## config.mk

```make
export PLATFORM = sky130hd
export DESIGN_NAME = mem_port_arbiter
export DESIGN_NICKNAME = d
export VERILOG_FILES = /design/src/rtl/mem_port_arbiter.sv
export SDC_FILE = /design/constraint.sdc
export NUM_CORES = 1
export LEC_CHECK = 0
export ABC_AREA = 1
export CAP_MARGIN = 30
export CORE_MARGIN = 2
export CORE_UTILIZATION = 45
export CTS_BUF_LIST = sky130_fd_sc_hd__clkbuf_4 sky130_fd_sc_hd__clkbuf_8
export DETAILED_ROUTE_END_ITERATION = 10
export PLACE_DENSITY = 0.89
export SLEW_MARGIN = 20
export SYNTH_ARGS = -nofsm -noshare
export SYNTH_HDL_FRONTEND = slang
export SYNTH_SLANG_ARGS = --single-unit
```

## constraint.sdc

```tcl
create_clock -name Clk -period 4.3 [get_ports Clk]
set_input_delay 0.645 -clock Clk [delete_from_list [all_inputs] [get_ports Clk]]
set_output_delay 0.645 -clock Clk [all_outputs]
set_load 0.02 [all_outputs]
```

## src/rtl/mem_port_arbiter.sv

```systemverilog
// Two-requester arbiter for the shared 8-bit memory port: CPU has fixed priority, DMA is protected by a starvation counter.
// Optional macro ARB_LOCK_EN adds cpu_lock, which chains locked CPU transfers back to back without returning to IDLE.
module mem_port_arbiter #(
  parameter int unsigned ADDR_W       = 8,
  parameter int unsigned DATA_W       = 8,
  parameter int unsigned STARVE_LIMIT = 3
) (
  input  logic              Clk,
  input  logic              Reset,
  input  logic              cpu_req,
  input  logic [ADDR_W-1:0] cpu_addr,
  input  logic [DATA_W-1:0] cpu_wdata,
  input  logic              cpu_write,
`ifdef ARB_LOCK_EN
  input  logic              cpu_lock,
`endif
  output logic              cpu_gnt,
  output logic              cpu_ack,
  output logic [DATA_W-1:0] cpu_rdata,
  input  logic              dma_req,
  input  logic [ADDR_W-1:0] dma_addr,
  input  logic [DATA_W-1:0] dma_wdata,
  input  logic              dma_write,
  output logic              dma_gnt,
  output logic              dma_ack,
  output logic [DATA_W-1:0] dma_rdata,
  output logic [ADDR_W-1:0] mem_addr,
  output logic [DATA_W-1:0] mem_wdata,
  output logic              mem_write,
  input  logic [DATA_W-1:0] mem_rdata
);

  // Counter is 4 bits wide, which bounds the legal STARVE_LIMIT to 1..15.
  localparam int unsigned      CNT_W = 4;
  localparam logic [CNT_W-1:0] LIMIT = CNT_W'(STARVE_LIMIT);

  localparam logic [2:0] ST_IDLE     = 3'd0;
  localparam logic [2:0] ST_CPU_ADDR = 3'd1;
  localparam logic [2:0] ST_CPU_DATA = 3'd2;
  localparam logic [2:0] ST_DMA_ADDR = 3'd3;
  localparam logic [2:0] ST_DMA_DATA = 3'd4;

  logic [2:0]        state_q,      state_d;
  logic [CNT_W-1:0]  starve_cnt_q, starve_cnt_d;
  logic              wr_q,         wr_d;
  logic              cpu_gnt_q,    cpu_gnt_d;
  logic              cpu_ack_q,    cpu_ack_d;
  logic [DATA_W-1:0] cpu_rdata_q,  cpu_rdata_d;
  logic              dma_gnt_q,    dma_gnt_d;
  logic              dma_ack_q,    dma_ack_d;
  logic [DATA_W-1:0] dma_rdata_q,  dma_rdata_d;
  logic [ADDR_W-1:0] mem_addr_q,   mem_addr_d;
  logic [DATA_W-1:0] mem_wdata_q,  mem_wdata_d;
  logic              mem_write_q,  mem_write_d;

  logic starved_c;
  logic lock_hold_c;

  assign starved_c = (starve_cnt_q >= LIMIT);

`ifdef ARB_LOCK_EN
  assign lock_hold_c = cpu_lock & cpu_req;
`else
  assign lock_hold_c = 1'b0;
`endif

  // Next-state and registered-output logic; address-beat outputs are loaded on entry to x_ADDR.
  always_comb begin
    state_d      = state_q;
    starve_cnt_d = starve_cnt_q;
    wr_d         = wr_q;
    cpu_gnt_d    = 1'b0;
    cpu_ack_d    = 1'b0;
    dma_gnt_d    = 1'b0;
    dma_ack_d    = 1'b0;
    mem_write_d  = 1'b0;
    mem_addr_d   = mem_addr_q;
    mem_wdata_d  = mem_wdata_q;
    cpu_rdata_d  = cpu_rdata_q;
    dma_rdata_d  = dma_rdata_q;

    case (state_q)
      ST_IDLE: begin
        if (!dma_req) begin
          starve_cnt_d = '0;
        end
        if (cpu_req && !(dma_req && starved_c)) begin
          state_d     = ST_CPU_ADDR;
          cpu_gnt_d   = 1'b1;
          mem_addr_d  = cpu_addr;
          mem_wdata_d = cpu_wdata;
          mem_write_d = cpu_write;
          wr_d        = cpu_write;
          // A CPU win over a waiting DMA moves DMA one step closer to a forced grant.
          if (dma_req) begin
            starve_cnt_d = starve_cnt_q + CNT_W'(1);
          end
        end else if (dma_req) begin
          state_d      = ST_DMA_ADDR;
          dma_gnt_d    = 1'b1;
          mem_addr_d   = dma_addr;
          mem_wdata_d  = dma_wdata;
          mem_write_d  = dma_write;
          wr_d         = dma_write;
          starve_cnt_d = '0;
        end
      end

      ST_CPU_ADDR: begin
        state_d   = ST_CPU_DATA;
        cpu_gnt_d = 1'b1;
        cpu_ack_d = 1'b1;
      end

      ST_CPU_DATA: begin
        if (!wr_q) begin
          cpu_rdata_d = mem_rdata;
        end
        // A locked CPU keeps the port and skips arbitration entirely.
        if (lock_hold_c) begin
          state_d     = ST_CPU_ADDR;
          cpu_gnt_d   = 1'b1;
          mem_addr_d  = cpu_addr;
          mem_wdata_d = cpu_wdata;
          mem_write_d = cpu_write;
          wr_d        = cpu_write;
        end else begin
          state_d = ST_IDLE;
        end
      end

      ST_DMA_ADDR: begin
        state_d   = ST_DMA_DATA;
        dma_gnt_d = 1'b1;
        dma_ack_d = 1'b1;
      end

      ST_DMA_DATA: begin
        if (!wr_q) begin
          dma_rdata_d = mem_rdata;
        end
        state_d = ST_IDLE;
      end

      default: begin
        state_d = ST_IDLE;
      end
    endcase
  end

  // All state and outputs clear asynchronously, so an in-flight write strobe drops immediately.
  always_ff @(posedge Clk or posedge Reset) begin
    if (Reset) begin
      state_q      <= ST_IDLE;
      starve_cnt_q <= '0;
      wr_q         <= 1'b0;
      cpu_gnt_q    <= 1'b0;
      cpu_ack_q    <= 1'b0;
      cpu_rdata_q  <= '0;
      dma_gnt_q    <= 1'b0;
      dma_ack_q    <= 1'b0;
      dma_rdata_q  <= '0;
      mem_addr_q   <= '0;
      mem_wdata_q  <= '0;
      mem_write_q  <= 1'b0;
    end else begin
      state_q      <= state_d;
      starve_cnt_q <= starve_cnt_d;
      wr_q         <= wr_d;
      cpu_gnt_q    <= cpu_gnt_d;
      cpu_ack_q    <= cpu_ack_d;
      cpu_rdata_q  <= cpu_rdata_d;
      dma_gnt_q    <= dma_gnt_d;
      dma_ack_q    <= dma_ack_d;
      dma_rdata_q  <= dma_rdata_d;
      mem_addr_q   <= mem_addr_d;
      mem_wdata_q  <= mem_wdata_d;
      mem_write_q  <= mem_write_d;
    end
  end

  assign cpu_gnt   = cpu_gnt_q;
  assign cpu_ack   = cpu_ack_q;
  assign cpu_rdata = cpu_rdata_q;
  assign dma_gnt   = dma_gnt_q;
  assign dma_ack   = dma_ack_q;
  assign dma_rdata = dma_rdata_q;
  assign mem_addr  = mem_addr_q;
  assign mem_wdata = mem_wdata_q;
  assign mem_write = mem_write_q;

endmodule

```

==> results.md, run 1 <==
* Status: completed
* Via Count at around 1,900
* Hold WC Path Type: reg2reg
* Avg WL per Cell at around 12 um
* Int Pwr at roughly 1.3 mW
* Syn Inst Count at 255
* CP bufs+invs at 2
* Logic pwr share at 48.6%
* Critical Path AT at around 2500 ps
* Syn_area_per_cell at between 8 and 9 um2
* Most area-consuming cells after synthesis: dfrtp_1 (55%), nand2_1 (14%), inv_1 (9.0%)
* Post-synth EDFFs at 0
* GRT Total Usage at about a fifth
* Sw frac at 38.9%
* Post-route ant nets at 0
* Worst Path Max Fanout at 20
* Main synth FF type: dfrtp_1
* Clk buf depth at 2
* Core ar. at about 4400 um2
* Crit path time final at 2330 ps
* Starting density of the core at approximately 47%
* Worst IR Drop VDD at between 0.3 and 0.4 mV
* Post-CTS Hold Buffers at 0
* Kind of cell adding the most delay to the critical path: simple AND/OR/NAND/NOR gates
* Drt first pass iters at 4
* Setup Crit Path Kind: in2reg
* Largest stage delay, worst path at roughly 500 ps
* DR top layer: met4
* Setup TNS at 0 ps
* Top cell type's share of synthesized area at 54.9%
* Total die area at between 5000 and 6000 um2
* Footprint of the multi-input gates at approximately 680 um2
* TritonCTS clock tree: built
* Top-count cell post-synth: nand2_1
* Crit path max-delay cell type: clkdlybuf4s50_1
* Overall power at between 2 and 2.5 mW
* GPL Wtd Cong at slightly below 0.9
* First-pass GRT wire length at around 8300 um
* Number of unique standard cell types used by synthesis at 18
* Relative slew margins at roughly three fifths
* Root Driver: clkbuf_8
* Vias in the first global route at about 1,900
* Fin worst setup slack at just under 2000 ps
* Vias/cell at 4.82
* Placement Setup Slack at around 1700 ps
* Clk network pwr share at 16.0%
* IO Port Bufs at 82
* Final Hold Viols at 0
* DR WL met2 at between 2000 and 2500 um
* Clock Skews at approximately 3.3 ps
* Initial DRC count at 106
* RSZ-0062 raised after global routing: false
* # setup viols final at 0
* Period utilization at ~54%
* Cell Area, Synth at around 2100 um2
* DP HPWL at ~3500 um
* Fillers at 376
* Post-CTS Setup Bufs at 0
* Met3 wire length at ~340 um
* CTS H-tree lvls at 2
* Fraction of layout cells with a size suffix above 1 at about 5.9%
* Nets at around 380
* # rows at 24
* Req. time, crit path at ~4500 ps
* Finished Core Util at between 60% and 70%
* Critical path capture point type: flop
* Total wire length at just under 5000 um
* Flop pwr share at between 30% and 40%
* Placed inst area at roughly 2900 um2
* Peak Freq at about 430 MHz
* Clk pin slew, worst setup/hold paths at roughly 80 ps
* Cell mode on critical path: nand2_1
* Register area share after synthesis at a little over half
* Cell taking the most area after synthesis: dfrtp_1
* Synth Net Count at 302
* Ports at between 80 and 90
* Design Area, Final at slightly above 3000 um2
* M1 WL at a little over 2000 um
* Height of the die at 71.5 um
* Psw at about 0.8 mW
* GR Overflow Total at 0
* Post-CTS sizing at 0
* Diodes inserted at 0
* Register bit total from synthesis at 45
* Final slew viol count at 0
* Max-Cap Viols at 0
* Die width at roughly 72 um
* Reg area at between 1000 and 1500 um2
* Yosys Warn Count at 0
* Startpoint Class: input port
* CTS Sinks at 45
* Pleak at 1.58 nW
* Pwr/cell area at just under 700 nW/um2
* Worst-margin pin slew at 616 ps
* Clk Latency, worst-skew pair at a little under 300 ps
* Num CTS Buffers at 5
* Syn-to-layout area delta at 47.6%
* Crit-path cells: clkdlybuf4s50_1, inv_2, nor2_1, nand2_1, nand2_2, nand2_1, o21ai_0
* Ys async rst share at 100%
* Initial antenna violation count at 0
* Pin count of the biggest net entering global routing at 46
* Commonest cells in the netlist: nand2_1 (77), inv_1 (49), dfrtp_1 (45), nand3_1 (36), o21ai_0 (19)
* DRC at 0
[placed cells by master (no fill, tap or decap), drive strengths merged]
master and instances:
buf 1, nand3 36, inv 52, o21ai 19, a31o 1, clkbuf 7, bufinv 1, ha 1
or2 1, nor2 10, dfrtp 45, nand2 80, clkdlybuf4s50 82, a21oi 2
[layer usage]
layer	up-vias	global-route usage, %
li1	934	-
met1	874	25.7
met2	68	35.2
met3	5	6.47
met4	0	5.24
met5	-	0
[logic make-up (layout without fill, tap and decap cells)]
| kind of cell | after synthesis | in the layout | share of synthesized area, % |
|---|---|---|---|
| simple gates | 127 | 127 | 26.3 |
| buf+inv | 60 | 143 | 12.1 |
| flops | 45 | 45 | 54.9 |
| compound gates | 22 | 22 | 6.10 |
| fa+ha+maj | 1 | 1 | 0.610 |
[path summary, 6_finish.rpt]
path                                                  start                          end  slack [ps]  cells after the start
worst max-delay path                                cpu_req  starve_cnt_q[0]$_DFFE_PP0P_        1970                      7
worst min-delay path               cpu_rdata[2]$_DFFE_PP0P_     cpu_rdata[2]$_DFFE_PP0P_         490                      2
worst max register to register  starve_cnt_q[0]$_DFFE_PP0P_  starve_cnt_q[0]$_DFFE_PP0P_        2320                      6
worst min register to register     cpu_rdata[2]$_DFFE_PP0P_     cpu_rdata[2]$_DFFE_PP0P_         490                      2
max in group asynchronous                             Reset      mem_addr[1]$_DFFE_PP0P_        3270                      3
min in group asynchronous                             Reset     cpu_rdata[0]$_DFFE_PP0P_         570                      2
[sequential cells by signal, summed over array words and instances (netlist names), 3 cells and up]
signal / flops
cpu_rdata: 8
dma_rdata: 8
mem_addr: 8
mem_wdata: 8
starve_cnt_q: 4
state_q: 3
[stage by stage]
stage,instances,hold WS [ps]
finish,390,489
global route,390,503
CTS,389,493
detailed placement,381,468
global placement,381,465
floorplan,255,450
[worst min-delay path, cell delays in order, from the launching register on]
cell and delay, ps:
dfrtp_1 350, nand2_1 50, o21ai_0 60
[cell type report]
type | count | share of cell area [%]
sequential | 45 | 37.2
timing repair buffer | 83 | 27.8
multi-input combinational | 150 | 22.4
inverter | 52 | 6.53
clock buffer | 7 | 2.98
tap | 52 | 2.15
clock inverter | 1 | 0.992
[power groups by stage]
| stage | clock network (mW) | logic, mW | registers (mW) |
|---|---|---|---|
| 2_1_floorplan | 0 | 0.352 | 0.932 |
| 3_3_place_gp | 0 | 0.977 | 0.730 |
| 3_5_place_dp | 0 | 1.01 | 0.730 |
| 4_1_cts | 0.336 | 1.01 | 0.731 |
| 5_1_grt | 0.357 | 1.10 | 0.759 |
| 6_report | 0.331 | 1.00 | 0.730 |
No activity file was read; power rests on OpenSTA's default activity.
==> inputs of run 2 (changes only) <==
--- a/config.mk
+++ b/config.mk
@@ -8,10 +8,10 @@
 export ABC_AREA = 1
 export CAP_MARGIN = 30
 export CORE_MARGIN = 2
-export CORE_UTILIZATION = 45
+export CORE_UTILIZATION = 40
 export CTS_BUF_LIST = sky130_fd_sc_hd__clkbuf_4 sky130_fd_sc_hd__clkbuf_8
 export DETAILED_ROUTE_END_ITERATION = 10
-export PLACE_DENSITY = 0.89
+export PLACE_DENSITY = 0.84
 export SLEW_MARGIN = 20
 export SYNTH_ARGS = -nofsm -noshare
 export SYNTH_HDL_FRONTEND = slang
==> constraint.sdc (replaced) <==
create_clock -name Clk -period 2.03 [get_ports Clk]
set_input_delay 0.3045 -clock Clk [delete_from_list [all_inputs] [get_ports Clk]]
set_output_delay 0.3045 -clock Clk [all_outputs]
set_load 0.02 [all_outputs]
==> run 2 against run 1 <==
Against the previous run: via count shrank 0.96%; worst hold slack lost 110 ps; setup slack lost 1500 ps; cell area grew 0.95%; clock power grew 79%; routed wire length shrank 3.7%; count of clock-buffer cells in the layout is the same; largest cell class unchanged.
==> results.md, run 2 (synthesis results as in run 1) <==
* GRT Total Usage at between 10% and 20%
* Largest stage delay, worst path at ~620 ps
* Peak Freq at about 630 MHz
* Placed inst area at ~3000 um2
* Post-CTS sizing at 0
* Diodes inserted at 0
* Post-CTS Hold Buffers at 0
* Setup Crit Path Kind: reg2out
* Final slew viol count at 0
* Die width at 75.6 um
* First-pass GRT wire length at 7490 um
* Post-CTS Setup Bufs at 0
* TritonCTS clock tree: built
* Critical path capture point type: primary output
* Design Area, Final at 3060 um2
* DRC at 0
* Crit-path cells: clkdlybuf4s50_1
* Ports at between 80 and 90
* DP Cell Count at 405
* RSZ-0062 raised after global routing: false
* GR Overflow Total at 0
* Total die area at 5720 um2
* Max-Cap Viols at 0
* Setup TNS at 0 ps
* Worst Path Max Fanout at 2
* Clk buf depth at 2
* Num CTS Buffers at 5
* CP bufs+invs at 1
* Period utilization at approximately 78%
* Initial antenna violation count at 0
* Initial DRC count at 66
* Clk Latency, worst-skew pair at slightly below 300 ps
* Post-Layout Cell Count at slightly above 400
* Pin count of the biggest net entering global routing at 27
* Critical Path AT at 1280 ps
* Crit path time final at approximately 1600 ps
* Final Hold Viols at 0
* DP HPWL at between 3000 and 4000 um
* # setup viols final at 0
* Relative slew margins at 64.8%
* Starting density of the core at between 40% and 50%
* Worst IR Drop VDD at between 0.5 and 0.6 mV
* Req. time, crit path at between 1500 and 2000 ps
* Fraction of layout cells with a size suffix above 1 at 7.29%
* Most common cell after layout, fill and taps aside: clkdlybuf4s50_1
* CTS Sinks at 45
* GPL Wtd Cong at 0.851
* Avg WL per Cell at about 11 um
* Core ar. at a little over 5000 um2
* Finished Core Util at approximately three fifths
* Pleak at 1.59 nW
* Worst-margin pin slew at 527 ps
* Startpoint Class: flop
* Reg2reg setup slack at 520 ps
* IO Port Bufs at 82
* Vias in the first global route at around 1,700
* Clock Skews at between 3 and 4 ps
* Nets at 389
* Drt first pass iters at 4
* Vias/cell at around 4.5
* Clk pin slew, worst setup/hold paths at roughly 80 ps
* Crit path max-delay cell type: clkdlybuf4s50_1
* # rows at 26
* Total wire length at between 4000 and 5000 um
* Via Count at ~1,900
* Commonest non-fill, non-tap cells in the layout: clkdlybuf4s50_1 (82), nand2_1 (77), inv_1 (48)
* Root Driver: clkbuf_8
* Overall power at about 4.3 mW
* Pwr/cell area at approximately 1400 nW/um2
* Height of the die at around 76 um
* CTS H-tree lvls at 2
* Syn-to-layout area delta at 49.0%
* Status: completed
* Kind of cell adding the most delay to the critical path: buffers and inverters
* Hold WC Path Type: in2async
* Post-route ant nets at 0
run 2: cell types whose count changed in the layout (fill, tap and decap cells not counted), sizes merged:
cell | before | now
buf | 1 | 6
clkinv | 0 | 1
bufinv | 1 | 0
run 2: path summary, 6_finish.rpt:
| check | endpoint | cells past startpoint | startpoint |
|---|---|---|---|
| worst max-delay path | mem_addr[7] | 1 | mem_addr[7]$_DFFE_PP0P_ |
| worst min-delay path | mem_addr[6]$_DFFE_PP0P_ | 2 | Reset |
| worst max register to register | starve_cnt_q[0]$_DFFE_PP0P_ | 6 | starve_cnt_q[0]$_DFFE_PP0P_ |
| worst min register to register | mem_wdata[5]$_DFFE_PP0P_ | 2 | mem_wdata[5]$_DFFE_PP0P_ |
| max in group asynchronous | cpu_rdata[2]$_DFFE_PP0P_ | 3 | Reset |
| min in group Clk | mem_wdata[5]$_DFFE_PP0P_ | 2 | mem_wdata[5]$_DFFE_PP0P_ |
run 2: metrics by stage:
| step | hold slack (ps) | worst slack, ps |
|---|---|---|
| global placement | 464 | 304 |
| floorplan | 442 | 645 |
| CTS | 389 | 438 |
| detailed placement | 471 | 243 |
| global route | 433 | 397 |
| finish | 380 | 443 |
run 2: final cells by class:
type	count	area [um2]
Clock buffer	7	96.3
Clock inverter	1	5.00
Fill cell	435	1990
Inverter	52	198
Multi-Input combinational cell	150	677
Sequential cell	45	1130
Tap cell	70	87.6
Timing Repair Buffer	88	866
run 2: metal layers:
layer	vias up	share of wire [%]	GRT usage (%)
met3	7	6.7	5.16
met4	0	1.5	5.65
met2	65	49	29.2
li1	940	-	-
met1	851	43	21.3
met5	-	0	0
run 2: power by group:
group / internal [mW] / switching, mW / total (mW)
combinational: 0.968 / 1.16 / 2.13
clock: 0.307 / 0.284 / 0.591
sequential: 1.31 / 0.238 / 1.55
==> inputs of run 3 (changes only) <==
--- a/config.mk
+++ b/config.mk
@@ -8,10 +8,10 @@
 export ABC_AREA = 1
 export CAP_MARGIN = 30
 export CORE_MARGIN = 2
-export CORE_UTILIZATION = 40
+export CORE_UTILIZATION = 44
 export CTS_BUF_LIST = sky130_fd_sc_hd__clkbuf_4 sky130_fd_sc_hd__clkbuf_8
 export DETAILED_ROUTE_END_ITERATION = 10
-export PLACE_DENSITY = 0.84
+export PLACE_DENSITY = 0.87
 export SLEW_MARGIN = 20
 export SYNTH_ARGS = -nofsm -noshare
 export SYNTH_HDL_FRONTEND = slang
==> constraint.sdc (replaced) <==
create_clock -name Clk -period 1.5 [get_ports Clk]
set_input_delay 0.225 -clock Clk [delete_from_list [all_inputs] [get_ports Clk]]
set_output_delay 0.225 -clock Clk [all_outputs]
set_load 0.02 [all_outputs]
==> run 3 against run 2 <==
Against the previous run: clock power up 79%; non-clock buffer count up 5; cell area up 5.1%; count of clock-buffer cells in the layout down 2; critical path depth unchanged; largest cell class unchanged; setup slack worse by 400 ps; register-to-register slack worse by 380 ps; sequential cell count unchanged; die area down 8.6%.
==> results.md, run 3 (synthesis results as in run 1) <==
* Status: completed
* Height of the die at between 70 and 80 um
* Via Count at 1,921
* Pin count of the biggest net entering global routing at 46
* Crit path time final at around 1500 ps
* Req. time, crit path at between 1000 and 1500 ps
* TritonCTS clock tree: built
* Final slew viol count at 0
* Post-route ant nets at 0
* Fin worst setup slack at approximately 44 ps
* Pwr/cell area at 1880 nW/um2
* Vias/cell at a little under 5
* Post-Layout Cell Count at 400
* Setup TNS at 0 ps
* Commonest non-fill, non-tap cells in the layout: nand2_1 (77), clkdlybuf4s50_1 (50), inv_1 (48)
* Max-Cap Viols at 0
* First-pass GRT wire length at approximately 8100 um
* Avg WL per Cell at 12.4 um
* Design Area, Final at around 3200 um2
* Clock Skews at around 2.9 ps
* Root Driver: clkbuf_8
* Die width at between 70 and 80 um
* Placement Setup Slack at -20.9 ps
* Hold WC Path Type: in2async
* Relative slew margins at a little under three quarters
* Initial antenna violation count at 0
* Peak Freq at about 690 MHz
* DRC at 0
* Num CTS Buffers at 5
* Period utilization at a little over nine tenths
* Starting density of the core at between 40 and 50%
* # setup viols final at 0
* Diodes inserted at 0
* Kind of cell adding the most delay to the critical path: buffers and inverters
* Crit-path cells: clkdlybuf4s50_1
* Most common cell after layout, fill and taps aside: nand2_1
* Largest stage delay, worst path at 600 ps
* Met3 wire length at approximately 340 um
* Worst IR Drop VDD at 0.933 mV
* Drt first pass iters at 5
* Hold_ws at 275 ps
* Initial DRC count at ~150
* # rows at 24
* M1 WL at 2120 um
* Pleak at roughly 2 nW
* GRT Total Usage at about a fifth
* GR Overflow Total at 0
* Worst Path Max Fanout at 2
* DR top layer: met4
* Placed inst area at roughly 3000 um2
* Worst-margin pin slew at 432 ps
* Clk buf depth at 2
* Setup Crit Path Kind: reg2out
* CTS Sinks at 45
* Finished Core Util at between 70% and 80%
* Reg area at around 1100 um2
* DP HPWL at ~3600 um
* Critical Path AT at 1230 ps
* Startpoint Class: flop
* CP bufs+invs at 1
* DP Cell Count at 391
* Total die area at approximately 5200 um2
* Footprint of the multi-input gates at roughly 680 um2
* GPL Wtd Cong at between 0.7 and 0.8
* DR WL met2 at 2410 um
* Crit path max-delay cell type: clkdlybuf4s50_1
* CTS H-tree lvls at 2
* IO Port Bufs at a little over 80
* Overall power at between 6 and 7 mW
* Clk pin slew, worst setup/hold paths at ~80 ps
* Ports at between 80 and 90
* Core ar. at between 4000 and 5000 um2
* Fillers at between 300 and 400
* Syn-to-layout area delta at 56.6%
* Total wire length at a little under 5000 um
* RSZ-0062 raised after global routing: false
* Vias in the first global route at 1,869
* Clk Latency, worst-skew pair at roughly 290 ps
* Final Hold Viols at 0
* Fraction of layout cells with a size suffix above 1 at under 10%
* Critical path capture point type: primary output
* Nets at 394
==> run 3: path summary, 6_finish.rpt <==
path                                              from                        to  slack (ps)  cells past startpoint
hold reg to reg               mem_wdata[1]$_DFFE_PP0P_  mem_wdata[1]$_DFFE_PP0P_         480                      2
setup / recovery              cpu_rdata[6]$_DFFE_PP0P_              cpu_rdata[6]          40                      1
setup reg to reg           starve_cnt_q[0]$_DFFE_PP0P_   mem_addr[1]$_DFFE_PP0P_         140                      8
hold / removal                                   Reset  dma_rdata[0]$_DFFE_PP0P_         270                      3
min in group Clk              mem_wdata[1]$_DFFE_PP0P_  mem_wdata[1]$_DFFE_PP0P_         480                      2
max in group asynchronous                        Reset    state_q[0]$_DFFE_PP0P_        1020                      3
==> run 3: area by class of cell <==
cell class	count	share of cell area, %
repair buffers	93	31.3
well taps	52	2.03
flip-flops and latches	45	35.1
inverters	52	6.16
multi-input cells	150	21.2
clock buffers	5	2.14
clock inverters	3	2.03
==> run 3: report_power, final <==
part,internal (mW),switching [mW]
combinational,1.26,1.65
sequential,1.77,0.285
clock,0.662,0.401
total,3.69,2.34
==> run 3: timing repair <==
| item | 4_1_cts | 5_1_grt |
|---|---|---|
| buffers inserted | 0 | 1 |
| resized for setup | 4 | 30 |
| hold buffers | 0 | 0 |
| setup endpoints to repair | 4 | 38 |
| pin swaps | 0 | 0 |
==> run 3: per-layer routing <==
metal | up-vias | track usage [%]
li1 | 956 | -
met1 | 866 | 24.2
met2 | 89 | 33.4
met3 | 10 | 4.72
met4 | 0 | 7.34
met5 | - | 0
